`src/rtl/i2c_target_rx.sv`:
```
// I2C target receiver/transmitter: synchronises SCL/SDA, detects START/STOP,
// ACKs TARGET_ADDR, delivers write bytes and serves read bytes via rd_req/rd_data.
module i2c_target_rx #(
    parameter logic [6:0]  TARGET_ADDR = 7'h42,
    parameter int unsigned SYNC_STAGES = 2
) (
    input  logic       clk,
    input  logic       rst,
    input  logic       scl_in,
    input  logic       sda_in,
    output logic       sda_oe,
    output logic [7:0] rx_data,
    output logic       rx_valid,
    output logic       rd_req,
    input  logic [7:0] rd_data,
    output logic [7:0] byte_cnt,
    output logic       busy,
    output logic       start_det,
    output logic       stop_det
);

    typedef enum logic [2:0] {
        IDLE, ADDR, ADDR_ACK, WDATA, WACK, RDATA, RACK, WAIT_STOP
    } state_t;

    logic [SYNC_STAGES-1:0] scl_sync, sda_sync;
    logic scl_s, sda_s, scl_d, sda_d;
    logic scl_rise, scl_fall, start_c, stop_c;

    state_t     state, state_n;
    logic [7:0] shift, shift_n;
    logic [2:0] bit_cnt, bit_cnt_n;
    logic       done, done_n;
    logic       rw, rw_n;
    logic       sda_oe_n, rx_valid_n, rd_req_n, start_n, stop_n;
    logic [7:0] rx_data_n, byte_cnt_n, byte_inc;

    // Pins idle high, so the synchroniser resets high to avoid phantom edges.
    always_ff @(posedge clk or posedge rst) begin
        if (rst) begin
            scl_sync <= '1;
            sda_sync <= '1;
            scl_d    <= 1'b1;
            sda_d    <= 1'b1;
        end else begin
            scl_sync <= {scl_sync[SYNC_STAGES-2:0], scl_in};
            sda_sync <= {sda_sync[SYNC_STAGES-2:0], sda_in};
            scl_d    <= scl_s;
            sda_d    <= sda_s;
        end
    end

    assign scl_s    = scl_sync[SYNC_STAGES-1];
    assign sda_s    = sda_sync[SYNC_STAGES-1];
    assign scl_rise = scl_s & ~scl_d;
    assign scl_fall = ~scl_s & scl_d;
    assign start_c  = scl_s & scl_d & sda_d & ~sda_s;
    assign stop_c   = scl_s & scl_d & ~sda_d & sda_s;
    assign byte_inc = (byte_cnt == 8'hFF) ? byte_cnt : byte_cnt + 8'd1;
    assign busy     = (state != IDLE);

    always_ff @(posedge clk or posedge rst) begin
        if (rst) begin
            state     <= IDLE;
            shift     <= '0;
            bit_cnt   <= '0;
            done      <= 1'b0;
            rw        <= 1'b0;
            sda_oe    <= 1'b0;
            rx_data   <= '0;
            rx_valid  <= 1'b0;
            rd_req    <= 1'b0;
            byte_cnt  <= '0;
            start_det <= 1'b0;
            stop_det  <= 1'b0;
        end else begin
            state     <= state_n;
            shift     <= shift_n;
            bit_cnt   <= bit_cnt_n;
            done      <= done_n;
            rw        <= rw_n;
            sda_oe    <= sda_oe_n;
            rx_data   <= rx_data_n;
            rx_valid  <= rx_valid_n;
            rd_req    <= rd_req_n;
            byte_cnt  <= byte_cnt_n;
            start_det <= start_n;
            stop_det  <= stop_n;
        end
    end

    always_comb begin
        state_n    = state;
        shift_n    = shift;
        bit_cnt_n  = bit_cnt;
        done_n     = done;
        rw_n       = rw;
        sda_oe_n   = sda_oe;
        rx_data_n  = rx_data;
        byte_cnt_n = byte_cnt;
        rx_valid_n = 1'b0;
        rd_req_n   = 1'b0;
        start_n    = 1'b0;
        stop_n     = 1'b0;

        if (stop_c) begin
            state_n  = IDLE;
            sda_oe_n = 1'b0;
            done_n   = 1'b0;
            stop_n   = 1'b1;
        end else if (start_c) begin
            state_n    = ADDR;
            bit_cnt_n  = '0;
            done_n     = 1'b0;
            byte_cnt_n = '0;
            sda_oe_n   = 1'b0;
            start_n    = 1'b1;
        end else begin
            case (state)
                ADDR: begin
                    if (scl_rise) begin
                        shift_n   = {shift[6:0], sda_s};
                        bit_cnt_n = bit_cnt + 3'd1;
                        if (bit_cnt == 3'd7) begin
                            // shift[6:0] here becomes shift[7:1] once the R/W bit lands
                            if (shift[6:0] == TARGET_ADDR && TARGET_ADDR != 7'd0) begin
                                rw_n     = sda_s;
                                rd_req_n = sda_s;
                                done_n   = 1'b1;
                            end else begin
                                state_n = WAIT_STOP;
                            end
                        end
                    end else if (scl_fall && done) begin
                        done_n   = 1'b0;
                        sda_oe_n = 1'b1;
                        state_n  = ADDR_ACK;
                    end
                end
                ADDR_ACK: begin
                    if (scl_fall) begin
                        bit_cnt_n = '0;
                        if (rw) begin
                            shift_n  = rd_data;
                            sda_oe_n = ~rd_data[7];
                            state_n  = RDATA;
                        end else begin
                            sda_oe_n = 1'b0;
                            state_n  = WDATA;
                        end
                    end
                end
                WDATA: begin
                    if (scl_rise) begin
                        shift_n   = {shift[6:0], sda_s};
                        bit_cnt_n = bit_cnt + 3'd1;
                        if (bit_cnt == 3'd7) begin
                            rx_data_n  = {shift[6:0], sda_s};
                            rx_valid_n = 1'b1;
                            byte_cnt_n = byte_inc;
                            done_n     = 1'b1;
                        end
                    end else if (scl_fall && done) begin
                        done_n   = 1'b0;
                        sda_oe_n = 1'b1;
                        state_n  = WACK;
                    end
                end
                WACK: begin
                    if (scl_fall) begin
                        sda_oe_n  = 1'b0;
                        bit_cnt_n = '0;
                        state_n   = WDATA;
                    end
                end
                RDATA: begin
                    if (scl_rise) begin
                        bit_cnt_n = bit_cnt + 3'd1;
                        if (bit_cnt == 3'd7)
                            done_n = 1'b1;
                    end else if (scl_fall) begin
                        if (done) begin
                            done_n   = 1'b0;
                            sda_oe_n = 1'b0;
                            state_n  = RACK;
                        end else begin
                            shift_n  = {shift[6:0], 1'b0};
                            sda_oe_n = ~shift[6];
                        end
                    end
                end
                RACK: begin
                    if (scl_rise) begin
                        if (!sda_s) begin
                            rd_req_n   = 1'b1;
                            byte_cnt_n = byte_inc;
                            done_n     = 1'b1;
                        end else begin
                            state_n = WAIT_STOP;
                        end
                    end else if (scl_fall && done) begin
                        done_n    = 1'b0;
                        bit_cnt_n = '0;
                        shift_n   = rd_data;
                        sda_oe_n  = ~rd_data[7];
                        state_n   = RDATA;
                    end
                end
                default: ;
            endcase
        end
    end

endmodule

```
`config.mk`:
```
export PLATFORM = sky130hd
export DESIGN_NAME = i2c_target_rx
export DESIGN_NICKNAME = d
export VERILOG_FILES = /design/src/rtl/i2c_target_rx.sv
export SDC_FILE = /design/constraint.sdc
export NUM_CORES = 1
export LEC_CHECK = 0
export ABC_AREA = 1
export BUFFER_PORTS_ARGS = -buffer_cell sky130_fd_sc_hd__clkbuf_2
export CORE_MARGIN = 5
export CORE_UTILIZATION = 58
export DETAILED_ROUTE_END_ITERATION = 7
export PLACE_DENSITY = 0.81
export SLEW_MARGIN = 20
export SYNTH_ARGS = -nofsm -noshare
export SYNTH_HDL_FRONTEND = slang
export SYNTH_SLANG_ARGS = --single-unit
export TNS_END_PERCENT = 50
```
`constraint.sdc`:
```
create_clock -name clk -period 2 [get_ports clk]
set_input_delay 0 -clock clk [delete_from_list [all_inputs] [get_ports clk]]
set_output_delay 0 -clock clk [all_outputs]
set_load 0.03 [all_outputs]
```
# --- Word level (Yosys, flattened, before mapping) ---
# Cells that the tools add are included.
classes:
  add_sub_neg: 2
  n_eq_ne: 44
  mux: 81
  bitwise: 15
  reduce_logical: 19
ops:
  columns: ["op", "n"]
  rows:
  - ["3-bit two-way mux", 22]
  - ["7-bit two-way mux", 8]
  - ["8-bit two-way mux", 6]
  - ["5-bit inequality test (second input constant)", 8]
  - ["1-bit two-way mux", 38]
  - ["4-bit inequality test (second input constant)", 9]
  - ["7-bit one-hot mux with 4 select lines", 1]
  - ["3-bit inequality test (second input constant)", 6]
  - ["3-bit one-hot mux with 6 select lines", 1]
  - ["6-bit AND reduction", 3]
  - ["8-bit one-hot mux with 2 select lines", 1]
  - ["2-bit inequality test (second input constant)", 7]
  - ["13-bit AND reduction", 1]
  - ["3-bit == test (second input constant)", 4]
  - ["11-bit AND reduction", 1]
  - ["5-bit AND reduction", 2]
  - ["3-bit one-hot mux with 3 select lines", 1]
  - ["9-bit AND reduction", 1]
  - ["8-bit by 1-bit adder with 8-bit output (second input constant)", 1]
  - ["8-bit == test (second input constant)", 1]
  - ["1-bit NOT", 8]
  - ["4-bit nonzero test", 2]
  - ["8-bit nonzero test", 1]
  - ["1-bit AND", 7]
  - ["other kinds (17)", 21]
totals:
  ff_bits: 42
  inputBits: 12
  out_inout_bits: 22

# --- Logic depth before layout (Yosys ltp) ---
# Gate-level depths: netlist of run 1.
logic_depth:
  ltp_word: 8
  mapped_depth: 12
  mapped_depth_nobuf: 11

# --- Least setup slack after synthesis of run 1 ---
# No wires, ideal clock.
synth_timing:
  path_kind: "flip-flop to flip-flop"
  startpoint: "register scl_sync[1]"
  endpoint: "register state[0]"
  setup_ps: 117
  arrival_time_ps: 1613
  path_slack_ps: 271
  stages_incl_launch_ff: 11
  n_path_buf: 0
  synth_period_minus_slack_ps: 1729
  path_cell_list: "dfstp_2 ha_1 nand2_2 nor2_4 nor2_8 nand2_2 nand2_1 a21oi_2 nand3_1 nand2_1 nand2_1"
synth_via:
  elab_chain_cells: 5
synth_rtl:
  columns: ["element", "line_no", "source"]
  rows:
  - ["start: declaration", "26", "logic [SYNC_STAGES-1:0] scl_sync, sda_sync;"]
  - ["start signal: assignment", "46", "scl_sync <= {scl_sync[SYNC_STAGES-2:0], scl_in};"]
  - ["1-bit AND (tied with other cells)", "57, 58", null]
  - ["1-bit AND (tied with other cells) (2 in a row)", "57", "assign start_c = scl_s & scl_d & sda_d & ~sda_s;"]
  - ["5-bit inequality test (no source line) (tied with other cells)", null, null]
  - ["13-bit AND reduction (no source line) or 3-bit two-way mux (tied branches)", null, null]
  - ["end signal: assignment", "77", "state <= state_n;"]
  - ["end: declaration", "30", "state_t state, state_n;"]
# Parallel ways exist; a longest one is shown, timed or not.
# A chain may end at the register's enable or synchronous reset.

# --- Final worst setup path of run 1 ---
layout_timing:
  startpoint: "register scl_d"
  endpoint: "register shift[2]"
layout_via:
  elab_chain_cells: 5
layout_rtl:
  columns: ["element", "line_no", "source"]
  rows:
  - ["start: declaration", "27", "logic scl_s, sda_s, scl_d, sda_d;"]
  - ["start signal: assignment", "48", "scl_d <= scl_s;"]
  - ["1-bit AND", "57, 58", null]
  - ["1-bit AND, on equally long branches (2 in a row)", "58, 57", null]
  - ["1-bit NOT (no source line)", null, null]
  - ["11-bit AND reduction (no source line) (*)", null, null]
  - ["end signal: assignment", "78", "shift <= shift_n;"]
  - ["end: declaration", "31", "logic [7:0] shift, shift_n;"]
# Every way passes the cells marked *; elsewhere a longest branch is shown, timed or not.

==> results.json, run 1 <==
{
  "status": "finished, final reports clean",
  "cts_made_buffers": 5,
  "cts.root.buffer_cell": "sky130_fd_sc_hd__clkbuf_8",
  "worstSetupEndpoint": "shift[2]",
  "fin_skew_ns": 0.0108,
  "path_class": "register to register",
  "power_density_nw_per_um2": 1360,
  "synth_enable_flop_cells": 0,
  "post-dp-hpwl_mm": 4.77,
  "synth_cells": 353,
  "design.core.area_um2": 4440,
  "setup_violations": 0,
  "period_minus_slack_ns": 1.94,
  "clock_tree_from_tritoncts": "done",
  "drt_pass1_iterations": 4,
  "mapped_cell_area_um2": 2700,
  "setup-tns-final_ns": 0,
  "reg_to_reg_critical_path_startpoint": "scl_d",
  "filler_cell_count": 379,
  "cp_data_required_time_ns": 2.18,
  "ctsLongestPathBuffers": 2,
  "insertion_delay_of_the_later_clocked_pin_in_the_worst_skew_pair_ns": 0.30,
  "wire_per_inst_um": 14.0,
  "multiInputGateArea_um2": 1500,
  "port-buffer-count": 33,
  "total_leakage_power_nw": 1.63,
  "vias": 2478,
  "detail_route.drc_violations": 0,
  "finalMaxSlewViolations": 0,
  "post_synth_num_cell_types": 36,
  "sum_of_overflow_across_all_layers_after_global_routing": 0,
  "r2r_slack_ns": 0.06,
  "gr-usage-all-layers_pct": 21.9,
  "final_core_util_pct": 70.6,
  "fp.dieH_um": 78.2,
  "most-common-layout-cells": "sky130_fd_sc_hd__nand2_1 (108), sky130_fd_sc_hd__dfrtp_1 (35), sky130_fd_sc_hd__clkbuf_2 (33), sky130_fd_sc_hd__nor2_1 (32)",
  "ff_latch_area_um2": 1060,
  "peakVddDrop_uv": 818,
  "syn_nets": 371,
  "layout-area-overhead-vs-synth_pct": 16.2,
  "startpoint_type": "register",
  "most_common_library_cell_in_the_layout_ignoring_fill_and_taps": "sky130_fd_sc_hd__nand2_1",
  "reg2reg_to": "shift[2]",
  "critical_path.max_fanout": 13,
  "synth.yosys.seq_area_share_pct": 39.2,
  "synth.yosys.warnings": 0,
  "synth_top_flop_cell": "sky130_fd_sc_hd__dfrtp_1",
  "share_of_synthesized_flip_flops_with_an_asynchronous_set_or_reset_pct": 100,
  "start_util_pct": 60.8,
  "antenna_found_initial": 0,
  "viasPerCell": 5.48,
  "grt_max_degree": 43,
  "max_freq_mhz": 514,
  "cts_num_sinks": 42,
  "fp-row-count": 24,
  "number_of_nets_in_the_final_layout": 417,
  "detailed_place.area_um2": 2930,
  "synth_seq_cells": 42,
  "reg2regPathDepth": 8,
  "timing.hold.worst_path_depth": 3,
  "final.hold.worst_slack_ns": 0.0251,
  "cts.htree.levels": 2,
  "number_of_max_cap_violations": 0,
  "routed_wl_mm": 6.34,
  "final_non_filler_cell_area_um2": 3140,
  "period_share_pct": 97.2,
  "chipWidth_um": 78.2,
  "drive_above_1_share_pct": 28.7,
  "grt_first_pass_wirelength_mm": 10.9,
  "dieArea_um2": 6120,
  "per_instance_average_area_after_synthesis_um2": 7.65,
  "worstHoldPathType": "input port to register",
  "first_iter_violations": 275,
  "antennaDiodeCount": 0,
  "sort_of_element_at_the_end_of_the_critical_path": "register",
  "total_power_w": 0.00428,
  "antenna_left": 0,
  "worst_slew_margin_rel_pct": 64.5,
  "boundaryPins": 34,
  "crit_path_start": "scl_d",
  "worstMarginPinSlew_ns": 0.532,
  "worstPathArrival_ns": 2.13,
  "via_count_of_the_first_global_routing_pass": 2344,
  "place_congestion": 0.921,
  "cts.reportedPaths.clkPinSlew_ns": 0.09,
  "final_hold_viol_count": 0
}
sequential cells by signal, summed over array words and instances (netlist names):
| signal | flops |
|---|---|
| byte_cnt | 8 |
| rx_data | 8 |
| shift | 7 |
| bit_cnt | 3 |
| state | 3 |
| scl_sync | 2 |
| sda_sync | 2 |
| done | 1 |
| rd_req | 1 |
| rw | 1 |
| rx_valid | 1 |
| scl_d | 1 |
| sda_d | 1 |
| sda_oe | 1 |
| start_det | 1 |
| stop_det | 1 |
Yosys cell counts, types with 6 or more instances:
cell type | n | area (µm²)
sky130_fd_sc_hd__nand2_1 | 109 | 409
sky130_fd_sc_hd__dfrtp_1 | 36 | 901
sky130_fd_sc_hd__nor2_1 | 32 | 120
sky130_fd_sc_hd__inv_1 | 28 | 105
sky130_fd_sc_hd__nand3_1 | 28 | 140
sky130_fd_sc_hd__o21ai_0 | 14 | 70.1
sky130_fd_sc_hd__nand2_2 | 13 | 81.3
sky130_fd_sc_hd__o21ai_2 | 13 | 114
sky130_fd_sc_hd__nor2_2 | 7 | 43.8
sky130_fd_sc_hd__dfstp_2 | 6 | 158
sky130_fd_sc_hd__ha_1 | 6 | 75.1
sky130_fd_sc_hd__nand3_2 | 6 | 60.1
sky130_fd_sc_hd__o21ai_1 | 6 | 30.0
layer usage:
metal	vias up	wire length (µm)	GRT usage, %	part of all wire, %
met5	-	0	0	0
met4	0	159	5.77	2.5
met3	18	369	4.46	5.8
met2	95	2950	36.3	46
met1	1135	2870	29.5	45
li1	1230	-	-	-
critical path, cell delays in order, from the launching register on:
cell	delay, ns
sky130_fd_sc_hd__dfstp_2	0.58
sky130_fd_sc_hd__ha_1	0.31
sky130_fd_sc_hd__inv_1	0.15
sky130_fd_sc_hd__o21ai_1	0.17
sky130_fd_sc_hd__o211ai_1	0.13
sky130_fd_sc_hd__nor2_2	0.17
sky130_fd_sc_hd__nand2_4	0.15
sky130_fd_sc_hd__nand2_1	0.11
sky130_fd_sc_hd__o21ai_2	0.06
repair_timing:
action | in CTS | in global routing
resized for setup | 0 | 9
endpoints found under the hold margin | 38 | 0
hold buffers | 3 | 0
endpoints found under the setup margin | 0 | 20
setup buffers | 0 | 2
stage by stage:
step | cells | setup WS (ns)
after global placement | 439 | 0.150
after floorplan | 353 | 0.271
after CTS | 450 | 0.0999
after global routing | 452 | -0.0368
final | 452 | 0.0557
after detailed placement | 439 | 0.103
cell type report:
cell class	count	area share [%]
flip-flops and latches	42	33.8
well taps	52	2.07
inverters	32	3.91
clock buffers	6	2.31
repair buffers	48	9.09
clock inverters	2	1.20
multi-input cells	270	47.6
cells by family after synthesis:
logic type / after synthesis / share of synthesized area [%]
AO/OA/AOI/OAI: 44 / 11.0
multiplexers: 1 / 0.371
buffers and inverters: 41 / 7.23
flip-flops: 42 / 39.2
XOR/XNOR: 4 / 1.30
AND/OR/NAND/NOR: 215 / 38.1
adder cells (fa/ha/maj): 6 / 2.78
worst min path at each step:
stage	startpoint	to	slack, ns
after global placement	scl_in	scl_sync[0]	0.09
after detailed placement	scl_in	scl_sync[0]	0.09
after global routing	rd_data[3]	shift[3]	0.03
final	rd_data[3]	shift[3]	0.03
after CTS	rd_data[3]	shift[3]	0.03
after floorplan	scl_in	scl_sync[0]	0.004
power by group:
part	internal, W	leakage, nW	switching, W	total, W
combinational	0.000773	1.03	0.00152	0.00229
clock	0.000373	0.0514	0.000313	0.000686
sequential	0.00105	0.540	0.000251	0.00130
total	0.00220	1.63	0.00208	0.00428
(Power assumes the default switching activity.)
==> run 2: changes to the inputs <==
--- a/config.mk
+++ b/config.mk
@@ -10,7 +10,9 @@
 export CORE_MARGIN = 5
 export CORE_UTILIZATION = 58
 export DETAILED_ROUTE_END_ITERATION = 7
+export GPL_TIMING_DRIVEN = 1
 export PLACE_DENSITY = 0.81
+export RECOVER_POWER = 25
 export SLEW_MARGIN = 20
 export SYNTH_ARGS = -nofsm -noshare
 export SYNTH_HDL_FRONTEND = slang
==> run 2 against run 1 <==
  * Combinational power is essentially flat
  * Sequential share of layout area rose by 0.054 points
  * Hold slack is essentially flat
  * Critical path depth did not move
  * Largest power group unchanged
  * Routed wire length increased by 0.11%
  * Critical endpoint unchanged
  * Core utilization fell by 0.11 points
  * Clock skew hardly changed
==> results.json, run 2 (synthesis gave the netlist of run 1 again) <==
{
  "finalWorstSetupSlack_ns": 0.0627,
  "worstPathArrival_ns": 2.12,
  "sum_of_overflow_across_all_layers_after_global_routing": 0,
  "max_freq_mhz": 516,
  "antenna_found_initial": 0,
  "antennaDiodeCount": 0,
  "period_share_pct": 96.9,
  "fp.dieH_um": 78.2,
  "peakVddDrop_uv": 820,
  "worst_path_max_delay_cell": "sky130_fd_sc_hd__dfstp_2",
  "total_leakage_power_nw": 1.62,
  "grt_first_pass_wirelength_mm": 10.9,
  "layout-area-overhead-vs-synth_pct": 16.0,
  "boundaryPins": 34,
  "finalMaxSlewViolations": 0,
  "gr-usage-all-layers_pct": 21.9,
  "dieArea_um2": 6120,
  "first_iter_violations": 243,
  "path_class": "register to register",
  "cell_family_with_most_cp_delay": "flip-flops",
  "antenna_left": 0,
  "cts.reportedPaths.clkPinSlew_ns": 0.09,
  "power_density_nw_per_um2": 1370,
  "critical_path.n_buffers_inverters": 1,
  "insertion_delay_of_the_later_clocked_pin_in_the_worst_skew_pair_ns": 0.30,
  "status": "finished, final reports clean",
  "via_count_of_the_first_global_routing_pass": 2344,
  "startpoint_type": "register",
  "cp_data_required_time_ns": 2.18,
  "drt_pass1_iterations": 5,
  "total_power_w": 0.00428,
  "cell_chain_critical_path": "ha_1 > inv_1 > o21ai_1 > o211ai_1 > nor2_2 > nand2_4 > nand2_1 > o21ai_2",
  "vias": 2483,
  "most_common_library_cell_in_the_layout_ignoring_fill_and_taps": "sky130_fd_sc_hd__nand2_1",
  "final_hold_viol_count": 0,
  "critical_path.max_fanout": 13,
  "viasPerCell": 5.49,
  "most-common-layout-cells": "sky130_fd_sc_hd__nand2_1 (108), sky130_fd_sc_hd__dfrtp_1 (35), sky130_fd_sc_hd__nor2_1 (32), sky130_fd_sc_hd__clkbuf_2 (32)",
  "wire_per_inst_um": 14.0,
  "post-dp-hpwl_mm": 4.77,
  "cts_num_sinks": 42,
  "ctsLongestPathBuffers": 2,
  "drive_above_1_share_pct": 28.2,
  "worstHoldPathType": "input port to register",
  "design.core.area_um2": 4440,
  "setup-tns-final_ns": 0,
  "critPathMaxStageDelay_ns": 0.58,
  "start_util_pct": 60.8,
  "cts.htree.levels": 2,
  "worstMarginPinSlew_ns": 1.03,
  "clock_tree_from_tritoncts": "done",
  "place_congestion": 0.921,
  "period_minus_slack_ns": 1.94,
  "grt_max_degree": 43,
  "routed_wl_mm": 6.35,
  "fp-row-count": 24,
  "fin_skew_ns": 0.0104,
  "biggestRegsByFlops": "byte_cnt (8), rx_data (8), shift (7)",
  "finish.cell_count_without_fillers": 452,
  "setup_violations": 0,
  "port-buffer-count": 33,
  "sort_of_element_at_the_end_of_the_critical_path": "register",
  "place_inst": 439,
  "detail_route.drc_violations": 0,
  "final_core_util_pct": 70.5,
  "cts_made_buffers": 5,
  "worst_slew_margin_rel_pct": 31.1,
  "number_of_nets_in_the_final_layout": 417,
  "chipWidth_um": 78.2,
  "pre_cts_ws_ns": 0.103,
  "number_of_max_cap_violations": 0,
  "cts.root.buffer_cell": "sky130_fd_sc_hd__clkbuf_8"
}
run 2: changes by cell type in the layout (fill, tap and decap cells not counted), sizes merged:
cell | before | now
clkbuf | 39 | 40
buf | 12 | 11
run 2: worst reg2reg max path: cells and delay by family, from the launching register on:
kind	cells	cell delay, ns
AOI/OAI and AO/OA	3	0.36
and+or+nand+nor	3	0.44
buffers and inverters	1	0.15
DFF	1	0.58
adders and majority gates	1	0.31
run 2: cell type report:
type | instances | area, µm²
Multi-Input combinational cell | 270 | 1500
Timing Repair Buffer | 48 | 280
Sequential cell | 42 | 1060
Clock buffer | 6 | 72.6
Clock inverter | 2 | 37.5
Inverter | 32 | 123
Fill cell | 380 | 1310
Tap cell | 52 | 65.1
run 2: report_power, final:
part	internal (W)	total, W	switching (W)
clock network	0.000373	0.000687	0.000314
registers	0.00105	0.00130	0.000253
logic	0.000771	0.00229	0.00152
run 2: metal layers:
metal / GRT usage (%) / routed length (µm) / vias to the layer above
met5: 0 / 0 / -
met4: 5.77 / 159 / 0
met3: 4.46 / 350 / 18
met2: 36.3 / 2950 / 86
met1: 29.5 / 2890 / 1149
li1: - / - / 1230
run 2: worst paths after layout:
path / slack, ns / cells after the start / end / start
hold reg to reg: 0.36 / 0 / scl_sync[1] / scl_sync[0]
setup / recovery: 0.06 / 8 / shift[2] / scl_d
setup reg to reg: 0.06 / 8 / shift[2] / scl_d
min in group asynchronous: 0.56 / 4 / bit_cnt[1] / rst
max in group asynchronous: 0.75 / 4 / state[0] / rst
hold / removal: 0.03 / 3 / shift[3] / rd_data[3]
run 2: what timing repair did:
| action | CTS | global route |
|---|---|---|
| hold buffers | 3 | 0 |
| gates resized for setup | 0 | 9 |
| hold endpoints to repair | 38 | 0 |
| buffers inserted | 0 | 2 |
| endpoints found under the setup margin | 0 | 20 |
run 2: stage by stage:
stage	hold slack, ns	instance area (µm²)
4_1_cts	0.0281	3070
3_3_place_gp	0.0882	2930
6_report	0.0252	3130
3_5_place_dp	0.0893	2930
5_1_grt	0.0336	3130
2_1_floorplan	0.00448	2700
==> run 3: changes to the inputs <==
--- a/config.mk
+++ b/config.mk
@@ -8,10 +8,10 @@
 export ABC_AREA = 1
 export BUFFER_PORTS_ARGS = -buffer_cell sky130_fd_sc_hd__clkbuf_2
 export CORE_MARGIN = 5
-export CORE_UTILIZATION = 58
+export CORE_UTILIZATION = 63
 export DETAILED_ROUTE_END_ITERATION = 7
 export GPL_TIMING_DRIVEN = 1
-export PLACE_DENSITY = 0.81
+export PLACE_DENSITY = 0.87
 export RECOVER_POWER = 25
 export SLEW_MARGIN = 20
 export SYNTH_ARGS = -nofsm -noshare
==> constraint.sdc (replaced) <==
create_clock -name clk -period 2.4 [get_ports clk]
set_input_delay 0 -clock clk [delete_from_list [all_inputs] [get_ports clk]]
set_output_delay 0 -clock clk [all_outputs]
set_load 0.03 [all_outputs]
==> run 3 against run 2 <==
  * Sequential power down 17%
  * Die area shrank 6.9%
  * Hold slack lost 0.013 ns
  * Maximum frequency down 9.3%
  * Cell count down 2.0%
  * Highest routed layer unchanged
  * Routed wire length is 1.6% lower
  * Setup slack better by 0.20 ns
  * Final area down 3.4%
  * Combinational power shrank 19%
  * Clock power decreased by 18%
  * Largest cell class unchanged
  * Critical path type unchanged
==> results.json, run 3 (synthesis gave the netlist of run 1 again) <==
{
  "boundaryPins": 34,
  "via_count_of_the_first_global_routing_pass": 2265,
  "status": "finished, final reports clean",
  "gr-usage-all-layers_pct": 23.7,
  "design.core.area_um2": 4090,
  "wire_per_inst_um": 14.1,
  "fp.dieH_um": 75.5,
  "max_freq_mhz": 468,
  "timing.hold.worst_path_depth": 3,
  "setup-tns-final_ns": 0,
  "dieArea_um2": 5700,
  "finalMaxSlewViolations": 0,
  "cts_made_buffers": 5,
  "reg2regPathDepth": 8,
  "vias": 2502,
  "fp-row-count": 23,
  "path_class": "register to register",
  "cts.htree.levels": 2,
  "antenna_left": 0,
  "grt_first_pass_wirelength_mm": 10.3,
  "port-buffer-count": 33,
  "critical_path.max_fanout": 12,
  "worst_slew_margin_rel_pct": 21.8,
  "cts.reportedPaths.clkPinSlew_ns": 0.08,
  "critPathMaxStageDelay_ns": 0.56,
  "total_leakage_power_nw": 1.58,
  "layout-area-overhead-vs-synth_pct": 12.0,
  "r2r_slack_ns": 0.26,
  "final_hold_viol_count": 0,
  "drive_above_1_share_pct": 25.7,
  "setup_violations": 0,
  "sort_of_element_at_the_end_of_the_critical_path": "register",
  "cp_data_required_time_ns": 2.59,
  "worstSetupEndpoint": "byte_cnt[6]",
  "period_minus_slack_ns": 2.14,
  "number_of_nets_in_the_final_layout": 410,
  "fin_skew_ns": 0.00903,
  "sum_of_overflow_across_all_layers_after_global_routing": 0,
  "crit_path_start": "scl_sync[1]",
  "reg_to_reg_critical_path_startpoint": "scl_sync[1]",
  "clock_tree_from_tritoncts": "done",
  "insertion_delay_of_the_later_clocked_pin_in_the_worst_skew_pair_ns": 0.30,
  "ctsLongestPathBuffers": 2,
  "period_share_pct": 89.0,
  "drt_pass1_iterations": 6,
  "routed_wl_mm": 6.24,
  "detail_route.drc_violations": 0,
  "chipWidth_um": 75.5,
  "reg2reg_to": "byte_cnt[6]",
  "worstPathArrival_ns": 2.32,
  "cell_chain_critical_path": "ha_1 > nand3_2 > nand3_1 > nand2_1 > a21oi_1 > inv_1 > nand2_1 > nand2_1",
  "grt_max_degree": 23,
  "post-dp-hpwl_mm": 4.68,
  "critical_path.most_common_cell": "sky130_fd_sc_hd__nand2_1",
  "cts_num_sinks": 42,
  "first_iter_violations": 345,
  "power_density_nw_per_um2": 1150,
  "start_util_pct": 66.1,
  "place_congestion": 0.963,
  "most-common-layout-cells": "sky130_fd_sc_hd__nand2_1 (109), sky130_fd_sc_hd__dfrtp_1 (36), sky130_fd_sc_hd__nor2_1 (32), sky130_fd_sc_hd__clkbuf_2 (32)",
  "filler_cell_count": 339,
  "worstHoldPathType": "input port to register",
  "post_cts.repair.setup_buffers": 0,
  "worstMarginPinSlew_ns": 1.17,
  "worst_path_max_delay_cell": "sky130_fd_sc_hd__dfstp_2",
  "most_common_library_cell_in_the_layout_ignoring_fill_and_taps": "sky130_fd_sc_hd__nand2_1",
  "cts.root.buffer_cell": "sky130_fd_sc_hd__clkbuf_8",
  "peakVddDrop_uv": 621,
  "antenna_found_initial": 0,
  "total_power_w": 0.00349,
  "antennaDiodeCount": 0,
  "post_cts.resized_instances": 0,
  "startpoint_type": "register",
  "number_of_max_cap_violations": 0,
  "biggestRegsByFlops": "byte_cnt (8), rx_data (8), shift (7)",
  "grt_setup_unrepaired": "no",
  "viasPerCell": 5.65
}
[run 3: how the worst min path moves through the flow]
| stage | slack [ns] | to | start |
|---|---|---|---|
| global route | 0.01 | shift[2] | rd_data[2] |
| floorplan | 0.004 | scl_sync[0] | scl_in |
| detailed placement | 0.05 | byte_cnt[1] | rst |
| global placement | 0.04 | byte_cnt[0] | rst |
| CTS | 0.02 | shift[2] | rd_data[2] |
| finish | 0.01 | shift[2] | rd_data[2] |
[run 3: stage by stage]
stage               util [%]  instance area, µm²  worst slack, ns  hold slack (ns)  instances
floorplan                  -                2700            0.671          0.00448        353
global placement        70.8                2890            0.381           0.0390        432
CTS                     74.2                3030            0.268           0.0195        443
finish                  74.0                3030            0.265           0.0127        443
global route            74.0                3030           0.0775           0.0141        443
detailed placement      70.8                2890            0.269           0.0544        432
[run 3: layout make-up]
type / instances / area [µm²] / area share, %
Timing Repair Buffer: 41 / 224 / 7.40
Sequential cell: 42 / 1060 / 35.0
Inverter: 32 / 123 / 4.05
Clock buffer: 6 / 72.6 / 2.40
Clock inverter: 2 / 37.5 / 1.24
Tap cell: 50 / 62.6 / 2.07
Multi-Input combinational cell: 270 / 1450 / 47.8
[run 3: critical path, delay by kind of cell, from the launching register on]
| family | cells | cell delay, ns |
|---|---|---|
| flip-flops | 1 | 0.56 |
| adder cells (fa/ha/maj) | 1 | 0.27 |
| AO/OA/AOI/OAI | 1 | 0.33 |
| buffers and inverters | 1 | 0.21 |
| AND/OR/NAND/NOR | 5 | 0.66 |
[run 3: layer usage]
layer | part of all wire, % | wire length (µm) | GRT usage (%)
met3 | 7.9 | 494 | 3.96
met4 | 2.7 | 167 | 10.1
met1 | 41 | 2570 | 30.7
met2 | 48 | 3010 | 39.3
met5 | 0 | 0 | 0
[run 3: power by group]
part	internal (W)	leakage (nW)	switching (W)
combinational	0.000605	0.986	0.00124
clock	0.000310	0.0514	0.000251
sequential	0.000874	0.541	0.000206
total	0.00179	1.58	0.00170
[run 3: what timing repair did]
item,4_1_cts,5_1_grt
hold buffers,3,0
endpoints found under the setup margin,0,0
endpoints found under the hold margin,44,0
